`src/rtl/prio_arbiter_rr_pkg.sv`:
```
// Shared types and helpers for the prio_arbiter_rr request arbiter.
package prio_arbiter_rr_pkg;

  // Arbiter ownership state.
  typedef enum logic [0:0] {
    IDLE  = 1'b0,
    GRANT = 1'b1
  } state_t;

  // Arbitration mode encodings on the mode input.
  localparam logic MODE_FIXED = 1'b0;
  localparam logic MODE_RR    = 1'b1;

  // Ceiling log2 with a floor of 1 so that derived widths never collapse to 0.
  function automatic int clog2(input int value);
    int r;
    r = 0;
    for (int i = 0; i < 31; i++) begin
      r = ((32'd1 << i) < value) ? (i + 1) : r;
    end
    return (r < 1) ? 1 : r;
  endfunction

endpackage

```
`src/rtl/prio_arbiter_rr_if.sv`:
```
// Request/grant bundle between the masters and the arbiter.
interface prio_arbiter_rr_if #(
  parameter int N = 8
);
  import prio_arbiter_rr_pkg::*;

  localparam int W = clog2(N);

  logic [N-1:0] req;
  logic         mode;
  logic [N-1:0] gnt;
  logic [W-1:0] gnt_idx;
  logic         gnt_valid;
  logic         timeout;

  modport master (
    output req, mode,
    input  gnt, gnt_idx, gnt_valid, timeout
  );

  modport slave (
    input  req, mode,
    output gnt, gnt_idx, gnt_valid, timeout
  );

endinterface

```
`src/rtl/prio_arbiter_rr_prio_pick.sv`:
```
// Combinational highest-set-index encoder with a found flag.
module prio_pick
  import prio_arbiter_rr_pkg::*;
#(
  parameter  int N = 8,
  localparam int W = clog2(N)
) (
  input  logic [N-1:0] vec,
  output logic [W-1:0] idx,
  output logic         found
);

  // Scan upward so the highest set bit is the last one to overwrite idx.
  always_comb begin
    idx   = {W{1'b0}};
    found = |vec;
    for (int i = 0; i < N; i++) begin
      idx = vec[i] ? W'(i) : idx;
    end
  end

endmodule

```
`src/rtl/prio_arbiter_rr.sv`:
```
// Registered N-way arbiter: fixed (highest index) or round-robin priority,
// grant held until release, optional hold-timeout forced release.
module prio_arbiter_rr
  import prio_arbiter_rr_pkg::*;
#(
  parameter int N        = 8,
  parameter int MAX_HOLD = 16
) (
  input logic              clk,
  input logic              rst_n,
  prio_arbiter_rr_if.slave bus
);

  localparam int   W       = clog2(N);
  localparam int   CW      = clog2(MAX_HOLD + 1);
  localparam logic HOLD_EN = (MAX_HOLD != 0);

  state_t        state_r, state_n;
  logic [N-1:0]  gnt_r, gnt_n;
  logic [W-1:0]  gnt_idx_r, gnt_idx_n;
  logic          gnt_valid_r, gnt_valid_n;
  logic          timeout_r, timeout_n;
  logic [CW-1:0] hold_cnt_r, hold_cnt_n;
  logic [W-1:0]  rr_ptr_r, rr_ptr_n;

  logic          release_s, expire_s;
  logic [N-1:0]  cand_s;
  logic [2*N-1:0] dbl_s, rot_full_s;
  logic [N-1:0]  rot_s;
  logic [W-1:0]  fix_idx_s, rot_idx_s, rr_idx_s, win_idx_s, prev_ptr_s;
  logic          fix_found_s, rot_found_s, win_found_s;
  logic [W+1:0]  sum_s, sub_s;
  logic [N-1:0]  win_onehot_s;

  // A holder leaves either by dropping its request or by exhausting its hold
  // budget; a drop on the expiry cycle counts as a plain release.
  assign release_s = (state_r == GRANT) && !bus.req[gnt_idx_r];
  assign expire_s  = HOLD_EN && (state_r == GRANT) && bus.req[gnt_idx_r] &&
                     (hold_cnt_r == CW'(MAX_HOLD));

  // On expiry the current holder sits out this arbitration round.
  assign cand_s = expire_s ? (bus.req & ~gnt_r) : bus.req;

  prio_pick #(.N(N)) u_pick_fixed (
    .vec   (cand_s),
    .idx   (fix_idx_s),
    .found (fix_found_s)
  );

  // Rotate so rr_ptr lands on the top bit, then let the same encoder search
  // downward from there.
  assign dbl_s      = {cand_s, cand_s};
  assign rot_full_s = dbl_s >> ({1'b0, rr_ptr_r} + {{W{1'b0}}, 1'b1});
  assign rot_s      = rot_full_s[N-1:0];

  prio_pick #(.N(N)) u_pick_rr (
    .vec   (rot_s),
    .idx   (rot_idx_s),
    .found (rot_found_s)
  );

  // Undo the rotation modulo N (sum is below 2N, so one subtraction suffices).
  assign sum_s    = {2'b00, rot_idx_s} + {2'b00, rr_ptr_r} + {{(W+1){1'b0}}, 1'b1};
  assign sub_s    = sum_s - (W+2)'(N);
  assign rr_idx_s = (sum_s >= (W+2)'(N)) ? sub_s[W-1:0] : sum_s[W-1:0];

  assign win_idx_s    = (bus.mode == MODE_RR) ? rr_idx_s : fix_idx_s;
  assign win_found_s  = (bus.mode == MODE_RR) ? rot_found_s : fix_found_s;
  assign win_onehot_s = {{(N-1){1'b0}}, 1'b1} << win_idx_s;
  assign prev_ptr_s   = (gnt_idx_r == {W{1'b0}}) ? W'(N - 1) : (gnt_idx_r - W'(1'b1));

  // Next-state and next-output decode for the IDLE/GRANT machine.
  always_comb begin
    state_n     = state_r;
    gnt_n       = gnt_r;
    gnt_idx_n   = gnt_idx_r;
    gnt_valid_n = gnt_valid_r;
    timeout_n   = 1'b0;
    hold_cnt_n  = hold_cnt_r;
    rr_ptr_n    = rr_ptr_r;
    case (state_r)
      IDLE: begin
        if (win_found_s) begin
          state_n     = GRANT;
          gnt_n       = win_onehot_s;
          gnt_idx_n   = win_idx_s;
          gnt_valid_n = 1'b1;
          hold_cnt_n  = CW'(1'b1);
        end else begin
          state_n     = IDLE;
          gnt_n       = {N{1'b0}};
          gnt_idx_n   = {W{1'b0}};
          gnt_valid_n = 1'b0;
        end
      end
      GRANT: begin
        if (release_s) begin
          rr_ptr_n = prev_ptr_s;
          if (win_found_s) begin
            gnt_n      = win_onehot_s;
            gnt_idx_n  = win_idx_s;
            hold_cnt_n = CW'(1'b1);
          end else begin
            state_n     = IDLE;
            gnt_n       = {N{1'b0}};
            gnt_idx_n   = {W{1'b0}};
            gnt_valid_n = 1'b0;
            hold_cnt_n  = {CW{1'b0}};
          end
        end else if (expire_s) begin
          rr_ptr_n   = prev_ptr_s;
          timeout_n  = 1'b1;
          hold_cnt_n = CW'(1'b1);
          if (win_found_s) begin
            gnt_n     = win_onehot_s;
            gnt_idx_n = win_idx_s;
          end else begin
            gnt_n     = gnt_r;
            gnt_idx_n = gnt_idx_r;
          end
        end else begin
          if (HOLD_EN && (hold_cnt_r != CW'(MAX_HOLD))) begin
            hold_cnt_n = hold_cnt_r + CW'(1'b1);
          end else begin
            hold_cnt_n = hold_cnt_r;
          end
        end
      end
      default: begin
        state_n     = IDLE;
        gnt_n       = {N{1'b0}};
        gnt_idx_n   = {W{1'b0}};
        gnt_valid_n = 1'b0;
        hold_cnt_n  = {CW{1'b0}};
      end
    endcase
  end

  // State, grant outputs, hold counter and rotation pointer registers.
  always_ff @(posedge clk) begin
    if (!rst_n) begin
      state_r     <= IDLE;
      gnt_r       <= {N{1'b0}};
      gnt_idx_r   <= {W{1'b0}};
      gnt_valid_r <= 1'b0;
      timeout_r   <= 1'b0;
      hold_cnt_r  <= {CW{1'b0}};
      rr_ptr_r    <= W'(N - 1);
    end else begin
      state_r     <= state_n;
      gnt_r       <= gnt_n;
      gnt_idx_r   <= gnt_idx_n;
      gnt_valid_r <= gnt_valid_n;
      timeout_r   <= timeout_n;
      hold_cnt_r  <= hold_cnt_n;
      rr_ptr_r    <= rr_ptr_n;
    end
  end

  assign bus.gnt       = gnt_r;
  assign bus.gnt_idx   = gnt_idx_r;
  assign bus.gnt_valid = gnt_valid_r;
  assign bus.timeout   = timeout_r;

endmodule
```
`src/flat_wrapper.sv`:
```
// flat-port wrapper written by rule: the top's interface ports become plain ports
module prio_arbiter_rr_flat import prio_arbiter_rr_pkg::*;
#(
  parameter int N        = 8,
  parameter int MAX_HOLD = 16
)
  (clk, rst_n, bus_req, bus_mode, bus_gnt, bus_gnt_idx, bus_gnt_valid, bus_timeout);
  prio_arbiter_rr_if #(.N(N)) bus_i ();
  input logic clk;
  input logic rst_n;
  input wire logic [$bits(bus_i.req)-1:0] bus_req;
  input wire logic [$bits(bus_i.mode)-1:0] bus_mode;
  output wire logic [$bits(bus_i.gnt)-1:0] bus_gnt;
  output wire logic [$bits(bus_i.gnt_idx)-1:0] bus_gnt_idx;
  output wire logic [$bits(bus_i.gnt_valid)-1:0] bus_gnt_valid;
  output wire logic [$bits(bus_i.timeout)-1:0] bus_timeout;
  assign bus_i.req = bus_req;
  assign bus_i.mode = bus_mode;
  assign bus_gnt = bus_i.gnt;
  assign bus_gnt_idx = bus_i.gnt_idx;
  assign bus_gnt_valid = bus_i.gnt_valid;
  assign bus_timeout = bus_i.timeout;
  prio_arbiter_rr #(.N(N), .MAX_HOLD(MAX_HOLD)) u_core (.clk(clk), .rst_n(rst_n), .bus(bus_i));
endmodule
```
`config.mk`:
```
export PLATFORM = sky130hd
export DESIGN_NAME = prio_arbiter_rr_flat
export DESIGN_NICKNAME = d
export VERILOG_FILES = /design/src/rtl/prio_arbiter_rr_pkg.sv /design/src/rtl/prio_arbiter_rr_if.sv /design/src/rtl/prio_arbiter_rr_prio_pick.sv /design/src/rtl/prio_arbiter_rr.sv /design/src/flat_wrapper.sv
export SDC_FILE = /design/constraint.sdc
export NUM_CORES = 1
export LEC_CHECK = 0
export ABC_AREA = 1
export CAP_MARGIN = 20
export CORE_MARGIN = 4
export CORE_UTILIZATION = 54
export DETAILED_ROUTE_END_ITERATION = 10
export GPL_TIMING_DRIVEN = 0
export PLACE_DENSITY = 0.82
export SLEW_MARGIN = 40
export SYNTH_ARGS = -nofsm -noshare
export SYNTH_HDL_FRONTEND = slang
export SYNTH_SLANG_ARGS = --single-unit
```
`constraint.sdc`:
```
create_clock -name clk -period 4.35 [get_ports clk]
set_input_delay 0.87 -clock clk [delete_from_list [all_inputs] [get_ports clk]]
set_output_delay 0.87 -clock clk [all_outputs]
set_load 0.02 [all_outputs]
```
== Word level (Yosys, flattened, before mapping) ==
Index checks and enable logic that the tools add are counted.

* Register bits: 22
* Input bits: 11
* Output and inout port bits: 13
* Word-level logic and storage cells: 88

* Add/subtract/negate cells: 6
* $lt $le $gt $ge: 2
* Equality and inequality tests: 8
* Shift-type cells: 2
* Muxes and demuxes: 46
* Bitwise logic cells: 4
* Reduce and logical (&&, ||, !) cells: 13

{| class="wikitable"
|+ Operators with widths
! operator !! number
|-
| 2-to-1 mux 3 bit || 17
|-
| 2-to-1 mux 8 bit || 5
|-
| 2-to-1 mux 5 bit || 4
|-
| case mux 8 bit (2 select lines) || 1
|-
| OR reduction 8 bit || 2
|-
| right shift 16 x 4 -> 8 bit || 1
|-
| 2-to-1 mux 1 bit || 10
|-
| case mux 5 bit (2 select lines) || 1
|-
| AND 8 bit || 1
|-
| 2-to-1 mux 2 bit || 4
|-
| inverter 8 bit || 1
|-
| AND reduction 2 bit || 4
|-
| << shifter 1 x 3 -> 8 bit, first input constant || 1
|-
| inequality test 3 bit, second input constant || 2
|-
| case mux 3 bit (2 select lines) || 1
|-
| subtractor 3 x 1 -> 3 bit, second input constant || 2
|-
| adder 4 x 1 -> 5 bit, second input constant || 1
|-
| adder 5 x 1 -> 5 bit, second input constant || 1
|-
| equality test 5 bit, second input constant || 1
|-
| >= comparator 5 x 4 -> 1 bit, second input constant || 1
|-
| inequality test 5 bit, second input constant || 1
|-
| adder 3 x 1 -> 4 bit, second input constant || 1
|-
| adder 3 x 3 -> 4 bit || 1
|-
| < comparator 3 x 4 -> 1 bit, second input constant || 1
|-
| other kinds (11) || 16
|}

== Longest topological paths before layout ==
Gate-level depths: netlist of run 1.

* Depth after elaboration: 23
* Depth in mapped cells: 26
* Depth with buffers taken out: 26

== Modules after synthesis ==
From an unflattened synthesis of run 1, not the netlist that was laid out.

* Cells, all modules: 282
* Area total of the unflattened synthesis: 1765.4 sq um

{| class="wikitable"
|+ By module, submodules not included
! module !! times used !! cells each !! area each (sq um) !! seq. area each (sq um)
|-
| prio_arbiter_rr || 1 || 242 || 1610.3 || 440.4
|-
| prio_pick || 2 || 20 || 77.6 || 0.0
|}

== Worst setup path before layout of run 1 ==
Ideal clock, no wire load.

* Path kind: input to register
* Start point: input bus_req[7]
* End point: register u_core.gnt_r[0], in the netlist u_core.bus.gnt[0]
* Library setup time: 0.132 ns
* Arrival: 3.338 ns
* Required time: 4.218 ns
* Setup slack: 0.879 ns
* Cell stages on the path: 26
* Buffers on the path: 0
* Cell sequence: inv_1 > nand2_1 > nand3_1 > nand2_1 > nand2_2 > nand2_4 > nand4_1 > nand3_1 > nand3_1 > nand2_1 > nor2_1 > a31oi_1 > nand2_1 > a21oi_1 > nor2_1 > nor2_1 > nor2_1 > ha_1 > fa_1 > xor2_1 > inv_1 > nand3_1 > nand2_1 > nand2_2 > nand3_1 > a21oi_1

* Cells in the longest elaborated chain, start to end: 23
* Elaborated cells on any way between the ends: 41
* Those cells by class: 3 x add/sub; 1 x order compare; 2 x eq/ne; 2 x shift; 25 x mux; 1 x bitwise; 7 x reduce/logical

{| class="wikitable"
|+ Ends and longest elaborated chain
! what !! line !! source
|-
| start, declared || flat_wrapper.sv:11 || <nowiki>input wire logic [$bits(bus_i.req)-1:0] bus_req;</nowiki>
|-
| binary-select mux 1 bit (select 3 bit) || prio_arbiter_rr.sv:37, prio_arbiter_rr.sv:38 ||
|-
| 2-to-1 mux 1 bit (implied by the code) || prio_arbiter_rr.sv:37, prio_arbiter_rr.sv:38 ||
|-
| logical AND 1 bit (2 in a row) || prio_arbiter_rr.sv:38 || <nowiki>assign expire_s = HOLD_EN && (state_r == GRANT) && bus.req[gnt_idx_r] &&</nowiki>
|-
| 2-to-1 mux 8 bit || prio_arbiter_rr.sv:42 || <nowiki>assign cand_s = expire_s ? (bus.req & ~gnt_r) : bus.req;</nowiki>
|-
| right shift 16 x 4 -> 8 bit || prio_arbiter_rr.sv:53 || <nowiki>assign rot_full_s = dbl_s >> ({1'b0, rr_ptr_r} + {{W{1'b0}}, 1'b1});</nowiki>
|-
| 2-to-1 mux 1 bit || prio_arbiter_rr_prio_pick.sv:18 || <nowiki>idx = vec[i] ? W'(i) : idx;</nowiki>
|-
| 2-to-1 mux 2 bit (2 in a row) || prio_arbiter_rr_prio_pick.sv:18 ||
|-
| 2-to-1 mux 3 bit (4 in a row) || prio_arbiter_rr_prio_pick.sv:18 ||
|-
| [2 not listed] || -- ||
|-
| >= comparator 5 x 4 -> 1 bit / subtractor 3 x 1 -> 3 bit (equally long branches) || prio_arbiter_rr.sv:65, prio_arbiter_rr.sv:64 ||
|-
| 2-to-1 mux 3 bit || prio_arbiter_rr.sv:65 || <nowiki>assign rr_idx_s = (sum_s >= (W+2)'(N)) ? sub_s[W-1:0] : sum_s[W-1:0];</nowiki>
|-
| 2-to-1 mux 3 bit || prio_arbiter_rr.sv:67 || <nowiki>assign win_idx_s = (bus.mode == MODE_RR) ? rr_idx_s : fix_idx_s;</nowiki>
|-
| << shifter 1 x 3 -> 8 bit || prio_arbiter_rr.sv:69 || <nowiki>assign win_onehot_s = {{(N-1){1'b0}}, 1'b1} << win_idx_s;</nowiki>
|-
| 2-to-1 mux 8 bit || prio_arbiter_rr.sv:114 || <nowiki>if (win_found_s) begin</nowiki>
|-
| 2-to-1 mux 8 bit || prio_arbiter_rr.sv:110 || <nowiki>end else if (expire_s) begin</nowiki>
|-
| 2-to-1 mux 8 bit || prio_arbiter_rr.sv:97 || <nowiki>if (release_s) begin</nowiki>
|-
| case mux 8 bit (2 select lines) || prio_arbiter_rr.sv:81 || <nowiki>case (state_r)</nowiki>
|-
| end signal, assigned || prio_arbiter_rr.sv:143 || <nowiki>gnt_r <= {N{1'b0}};</nowiki>
|-
| end signal, assigned || prio_arbiter_rr.sv:151 || <nowiki>gnt_r <= gnt_n;</nowiki>
|-
| end, declared || prio_arbiter_rr.sv:19 || <nowiki>logic [N-1:0] gnt_r, gnt_n;</nowiki>
|}

Parallel ways exist; a longest one is shown, timed or not. The select of a mux whose other input is x is not followed.
A chain may end at the register's enable or synchronous reset.

== Worst setup path in the final report of run 1 ==
* Start point: input bus_req[2]
* End point: register u_core.gnt_r[0], in the netlist u_core.bus.gnt[0]

Same word-level chain as after synthesis.

==> reports/results.txt, run 1 <==
outcome: completed
# IOs: 24
fin crit period: 4070 ps
port buffer count: 23
Max VDD drop: 0.2230 mV
fraction of layout cells with a size suffix above 1: 11.67%
FF-to-FF End: u_core.bus.gnt[0]
setup TNS: 0 ps
Clock Skews: 1.103 ps
Max Cap Violations: 0
synthesized flop and latch total: 22
die area: 0.004100 mm^2
post-detailed-route wirelength per cell: 12.83 um
Synth Warn #: 0
CTS H-tree depth: 1
initial drt markers: 186
P_leak: 0.9611 nW
All-Layer GR Usage: 22.75%
Netlist cell types: 35
core area: 0.003028 mm^2
RePlAce Congestion: 0.9482
DRC viols: 0
P&R area growth vs syn: 21.62%
reg-to-reg slack, setup: 630 ps
Num CTS Buffers: 3
routed wire length on met2: 2177 um
ANT cells: 0
worst path arrival time: 4260 ps
gr ovfl total: 0
Die Y: 64.03 um
worst r2r src: u_core.hold_cnt_r[0]
fin area: 0.002062 mm^2
vias in the first global route: 1725
# rows: 20
Antenna Violating Nets Remaining: 0
CTS tree: done
Worst Path Required: 4540 ps
FMAX: 245.7 MHz
post-synthesis cell area: 0.001695 mm^2
Hold WS: 498.1 ps
Hold Crit Start: u_core.bus.gnt_valid
WL final: 4415 um
Vias/cell: 5.500
initial antenna violation count: 0
syn_nets: 288
HP Class: reg -> reg
Sink Count: 22
Slew HR: 58.52%
setup violators final: 0
Clk Latency, worst-skew pair: 300 ps
pin count of the biggest net entering global routing: 13
delay-heaviest family, CP: simple AND/OR/NAND/NOR gates
Clock Pin Slew Worst Setup and Hold Paths: 120 ps
type of destination of the critical path: flop
Via Count: 1892
Hold Violations, Final: 0
most common cell after layout, fill and taps aside: nand2_1
max layer used: met4
met3 wire len: 206 um
final-report max-slew violation count: 0
wl on met1: 2001 um
Setup WS post-layout: 280.4 ps
most frequent cells in the layout: 68 x nand2_1, 53 x nand3_1, 22 x dfxtp_1, 21 x inv_1, 21 x nor2_1
# placed instances: 338
Non-Filler Instances: 344
Synth Area per Inst: 6.256 um^2
Die W: 64.03 um
slowest cell delay on critical path: 540 ps
Tightest Pin Transition: 618.8 ps
maximum clock path buffer count: 2
first-pass GRT wire length: 7665 um
Seq/Total Area, Yosys: 25.98%
Initial Utilization: 55.99%
reg2reg path depth: 24
Tcrit/Tclk final: 93.55%
critical path depth: 27
startpoint types: primary input
Post-Place Worst Slack: -79.95 ps
Crit path buffers/inverters: 3
area of placed instances: 0.001981 mm^2
Cells after Synth: 271
DP HPWL: 3426 um
hold buffer count at cts: 0
critical path fanouts, max: 5
first-pass iteration count of the detailed router: 4
Root Buffer: clkbuf_4
Crit-path slowest cell: clkdlybuf4s50_1
power density over the cells: 404.5 mW/mm^2
NumNets Final: 318
WHS Endpoint: u_core.bus.gnt_valid
most frequent CP cell: nand2_1
WHS Path Cells: 2
Worst Path Class, Setup: in -> reg
-- Yosys cell counts, drive strengths merged --
library cell / instances / share of area (%)
nand2: 75 / 18
nand3: 56 / 17
inv: 28 / 6.2
nor2: 23 / 5.7
dfxtp: 22 / 26
a21oi: 20 / 6.1
nand4: 11 / 5.2
ha: 5 / 3.7
clkbuf: 4 / 0.89
o21ai: 4 / 1.2
a31oi: 3 / 1.1
o211ai: 3 / 1.3
or2: 3 / 1.1
xor2: 3 / 1.6
buf: 2 / 0.66
nor3: 2 / 0.89
a211oi: 1 / 0.74
a21boi: 1 / 0.44
and2: 1 / 0.37
and3: 1 / 0.37
clkinv: 1 / 0.22
fa: 1 / 1.2
o221a: 1 / 0.66
-- worst min-delay path, delay by kind of cell, from the launching register on --
family,cells,cell delay [ps]
DFF,1,330
and+or+nand+nor,2,140
-- stage by stage --
stage          utilization [%]  total power, mW
2_1_floorplan                -           0.5783
3_3_place_gp             65.41           0.6928
3_5_place_dp             65.41           0.6986
4_1_cts                  66.61           0.8129
5_1_grt                  68.10           0.9176
6_report                 68.10           0.8341
-- registers in the layout, indices dropped and copies added (netlist names) --
signal                flops
u_core.bus.timeout        1
u_core.rr_ptr_r           3
u_core.bus.gnt            8
u_core.hold_cnt_r         5
u_core.bus.gnt_idx        3
u_core.state_r            1
u_core.bus.gnt_valid      1
-- kinds of logic after synthesis --
| group | synth area share (%) |
|---|---|
| AO/OA/AOI/OAI | 11.59 |
| XOR/XNOR | 1.550 |
| adder cells (fa/ha/maj) | 4.871 |
| buffers and inverters | 7.970 |
| flip-flops | 25.98 |
| AND/OR/NAND/NOR | 48.04 |
-- cell type report --
| type | instances | area [um^2] |
|---|---|---|
| Buffer | 6 | 26.28 |
| Multi-Input combinational cell | 215 | 1145 |
| Timing Repair Buffer | 24 | 250.2 |
| Fill cell | 277 | 965.9 |
| Sequential cell | 22 | 440.4 |
| Tap cell | 44 | 55.05 |
| Clock buffer | 4 | 36.28 |
| Inverter | 29 | 108.9 |
-- metal layers --
layer	vias to the layer above	global-route usage, %
met5	-	0
met4	0	6.199
met1	866	29.25
met3	4	3.339
li1	967	-
met2	55	39.23
-- where the power goes --
part / leakage [nW] / total [mW] / internal (mW) / switching, mW
registers: 0.180 / 0.258 / 0.229 / 0.0296
logic: 0.760 / 0.462 / 0.172 / 0.291
clock network: 0.0210 / 0.114 / 0.0511 / 0.0627
total: 0.961 / 0.834 / 0.451 / 0.383
-- how the worst max path moves through the flow --
| stage | slack (ps) | endpoint | startpoint |
|---|---|---|---|
| 2_1_floorplan | 880 | u_core.bus.gnt[0] | bus_req[7] |
| 3_3_place_gp | -30 | u_core.bus.gnt[2] | bus_req[7] |
| 3_5_place_dp | -80 | u_core.bus.gnt[0] | bus_req[7] |
| 4_1_cts | 220 | u_core.bus.gnt[2] | bus_req[7] |
| 5_1_grt | -20 | u_core.bus.gnt[0] | bus_req[1] |
| 6_report | 280 | u_core.bus.gnt[0] | bus_req[2] |
-- timing repair --
item | in CTS | in global routing
gates resized for setup | 0 | 11
endpoints found under the hold margin | 0 | 0
endpoints found under the setup margin | 0 | 9
buffers inserted | 0 | 1
Power figures use the tool's default switching activity.
==> run 2, diff against run 1 <==
--- a/config.mk
+++ b/config.mk
@@ -8,10 +8,10 @@
 export ABC_AREA = 1
 export CAP_MARGIN = 20
 export CORE_MARGIN = 4
-export CORE_UTILIZATION = 54
+export CORE_UTILIZATION = 30
 export DETAILED_ROUTE_END_ITERATION = 10
 export GPL_TIMING_DRIVEN = 0
-export PLACE_DENSITY = 0.82
+export PLACE_DENSITY = 0.52
 export SLEW_MARGIN = 40
 export SYNTH_ARGS = -nofsm -noshare
 export SYNTH_HDL_FRONTEND = slang
==> run 2 against run 1 <==
  * Via count fell by 2.0%
  * Fmax rose by 6.4%
  * Highest routed layer unchanged
  * Combinational power fell by 2%
  * Sequential power barely moved
  * Register-to-register slack barely moved
  * Total power rose by 8.8%
  * Non-clock buffer count did not move
  * Global-route usage fell by 8.2 points
  * Largest power group unchanged
==> reports/results.txt, run 2 (synthesis gave the netlist of run 1 again) <==
Worst Path Class, Setup: in -> reg
filler cell count: 614
Worst Path Required: 4550 ps
die area: 0.006918 mm^2
logic gate share of total power: 50.1%
hold buffer count at cts: 0
HP Class: reg -> reg
power density over the cells: 425.2 mW/mm^2
setup violators final: 0
first-pass GRT wire length: 8369 um
CTS H-tree depth: 1
P_leak: 1.004 nW
P&R area growth vs syn: 25.83%
Pint: 515.5 uW
WHS Path Cells: 2
Root Buffer: clkbuf_8
Vias/cell: 4.987
Die Y: 83.18 um
Sink Count: 22
Max VDD drop: 0.1739 mV
outcome: completed
Clock Skews: 3.218 ps
Hold Violations, Final: 0
Largest register FFs: 8
most common cell after layout, fill and taps aside: nand2_1
vias in the first global route: 1778
worst r2r src: u_core.hold_cnt_r[0]
FF-to-FF End: u_core.bus.gnt[2]
Clock Pin Slew Worst Setup and Hold Paths: 80 ps
CP Launch Point: bus_req[3]
Antenna Violating Nets Remaining: 0
first-pass iteration count of the detailed router: 4
Initial Utilization: 30.79%
reg2reg path depth: 22
# placed instances: 366
Tightest Pin Transition: 613.1 ps
RSZ-0062 raised after global routing: false
Slew HR: 58.90%
# IOs: 24
CTS tree: done
type of destination of the critical path: flop
switching power: 391.7 uW
maximum clock path buffer count: 2
NumNets Final: 318
Die W: 83.18 um
initial drt markers: 155
ANT cells: 0
port buffer count: 23
DP HPWL: 3892 um
worst path arrival time: 4020 ps
Clk Latency, worst-skew pair: 260 ps
Tot Pwr: 907.1 uW
critical path fanouts, max: 5
final-report max-slew violation count: 0
Non-Filler Instances: 372
initial antenna violation count: 0
All-Layer GR Usage: 14.52%
fraction of layout cells with a size suffix above 1: 10.33%
Max Cap Violations: 0
Num CTS Buffers: 3
most frequent cells in the layout: 70 x nand2_1, 54 x nand3_1, 22 x inv_1, 22 x dfxtp_1, 21 x nor2_1
FMAX: 261.4 MHz
DRC viols: 0
switching share of power: 43.18%
WHS Endpoint: u_core.bus.gnt_valid
post-detailed-route wirelength per cell: 13.21 um
pin count of the biggest net entering global routing: 14
fin crit period: 3825 ps
Tcrit/Tclk final: 87.93%
core area: 0.005507 mm^2
WL final: 4914 um
# rows: 27
sequential power share: 28.6%
clock network fraction of design power: 21.3%
RePlAce Congestion: 0.8586
Via Count: 1855
reg-to-reg slack, setup: 620 ps
startpoint types: primary input
gr ovfl total: 0
Util after Layout: 38.74%
Hold Crit Start: u_core.bus.gnt_valid
## run 2: cell types whose count changed in the layout (fill, tap and decap cells not counted), moves of 2 or more
cell,delta
clkbuf_4,-3
nand2_2,-2
clkbuf_8,+2
nand2_1,+2
clkdlybuf4s50_1,-3
dlymetal6s2s_1,+3
## run 2: repair_timing
action                     4_1_cts  5_1_grt
resized for setup                0       10
setup buffers                    0        1
setup endpoints to repair        0       10
## run 2: how the worst max path moves through the flow
stage	to	slack [ps]	depth (start not counted)
finish	u_core.bus.gnt[2]	520	25
global route	u_core.bus.gnt[0]	110	27
CTS	u_core.bus.gnt[2]	220	27
detailed placement	u_core.bus.gnt[0]	-60	27
global placement	u_core.bus.gnt[2]	-70	27
floorplan	u_core.bus.gnt[0]	880	26
## run 2: worst max-delay path: stages
cell	delay [ps]
dlymetal6s2s_1	190
inv_1	60
nand2_1	50
nand3_1	70
nand2_1	70
nand2_1	130
nand2_4	140
nand4_1	150
buf_4	190
nand3_1	90
nand3_1	110
a31oi_1	280
a21oi_1	100
nor2_1	90
nor2_1	50
nor2_1	90
ha_1	170
fa_1	410
nand2_1	80
nand2_1	110
inv_1	130
nand2_1	80
nor2_1	110
nand3_1	80
a21oi_1	120
## run 2: stage by stage
| stage | hold WS [ps] | instance area [um^2] | setup slack [ps] | setup TNS [ps] |
|---|---|---|---|---|
| 3_3_place_gp | 473.2 | 2016 | -66.21 | -331.8 |
| 2_1_floorplan | 464.4 | 1695 | 879.4 | 0 |
| 6_report | 495.2 | 2133 | 524.8 | 0 |
| 4_1_cts | 496.2 | 2087 | 218.3 | 0 |
| 5_1_grt | 514.4 | 2133 | 113.8 | 0 |
| 3_5_place_dp | 475.6 | 2016 | -55.95 | -235.0 |
## run 2: final cells by class
cell class,instances,area (um^2),share of cell area [%]
Multi-Input combinational cell,215,1139,53.37
Clock inverter,1,30.03,1.408
Timing Repair Buffer,24,257.7,12.08
Sequential cell,22,440.4,20.65
Tap cell,72,90.09,4.223
Buffer,6,26.28,1.232
Inverter,29,108.9,5.103
Clock buffer,3,41.29,1.935
## run 2: power by group through the flow
stage | sequential [mW] | combinational (mW) | clock, mW
after detailed placement | 0.263 | 0.445 | 0
after global routing | 0.263 | 0.523 | 0.208
final | 0.260 | 0.454 | 0.194
after CTS | 0.259 | 0.447 | 0.200
after global placement | 0.263 | 0.445 | 0
after floorplan | 0.275 | 0.303 | 0
## run 2: metal layers
layer / up-vias / routed length, um / track usage [%] / share of wire [%]
li1: 968 / - / - / -
met1: 833 / 2490 / 20.63 / 51
met3: 6 / 252 / 3.671 / 5.1
met5: - / 0 / 0 / 0
met4: 0 / 48 / 3.418 / 0.98
met2: 48 / 2122 / 21.94 / 43
==> run 3, diff against run 2 <==
--- a/config.mk
+++ b/config.mk
@@ -6,7 +6,6 @@
 export NUM_CORES = 1
 export LEC_CHECK = 0
 export ABC_AREA = 1
-export CAP_MARGIN = 20
 export CORE_MARGIN = 4
 export CORE_UTILIZATION = 30
 export DETAILED_ROUTE_END_ITERATION = 10
@@ -16,3 +15,4 @@
 export SYNTH_ARGS = -nofsm -noshare
 export SYNTH_HDL_FRONTEND = slang
 export SYNTH_SLANG_ARGS = --single-unit
+export TNS_END_PERCENT = 1
==> results of run 3 <==
Final layout, timing and power as in run 2 (identical DEF).
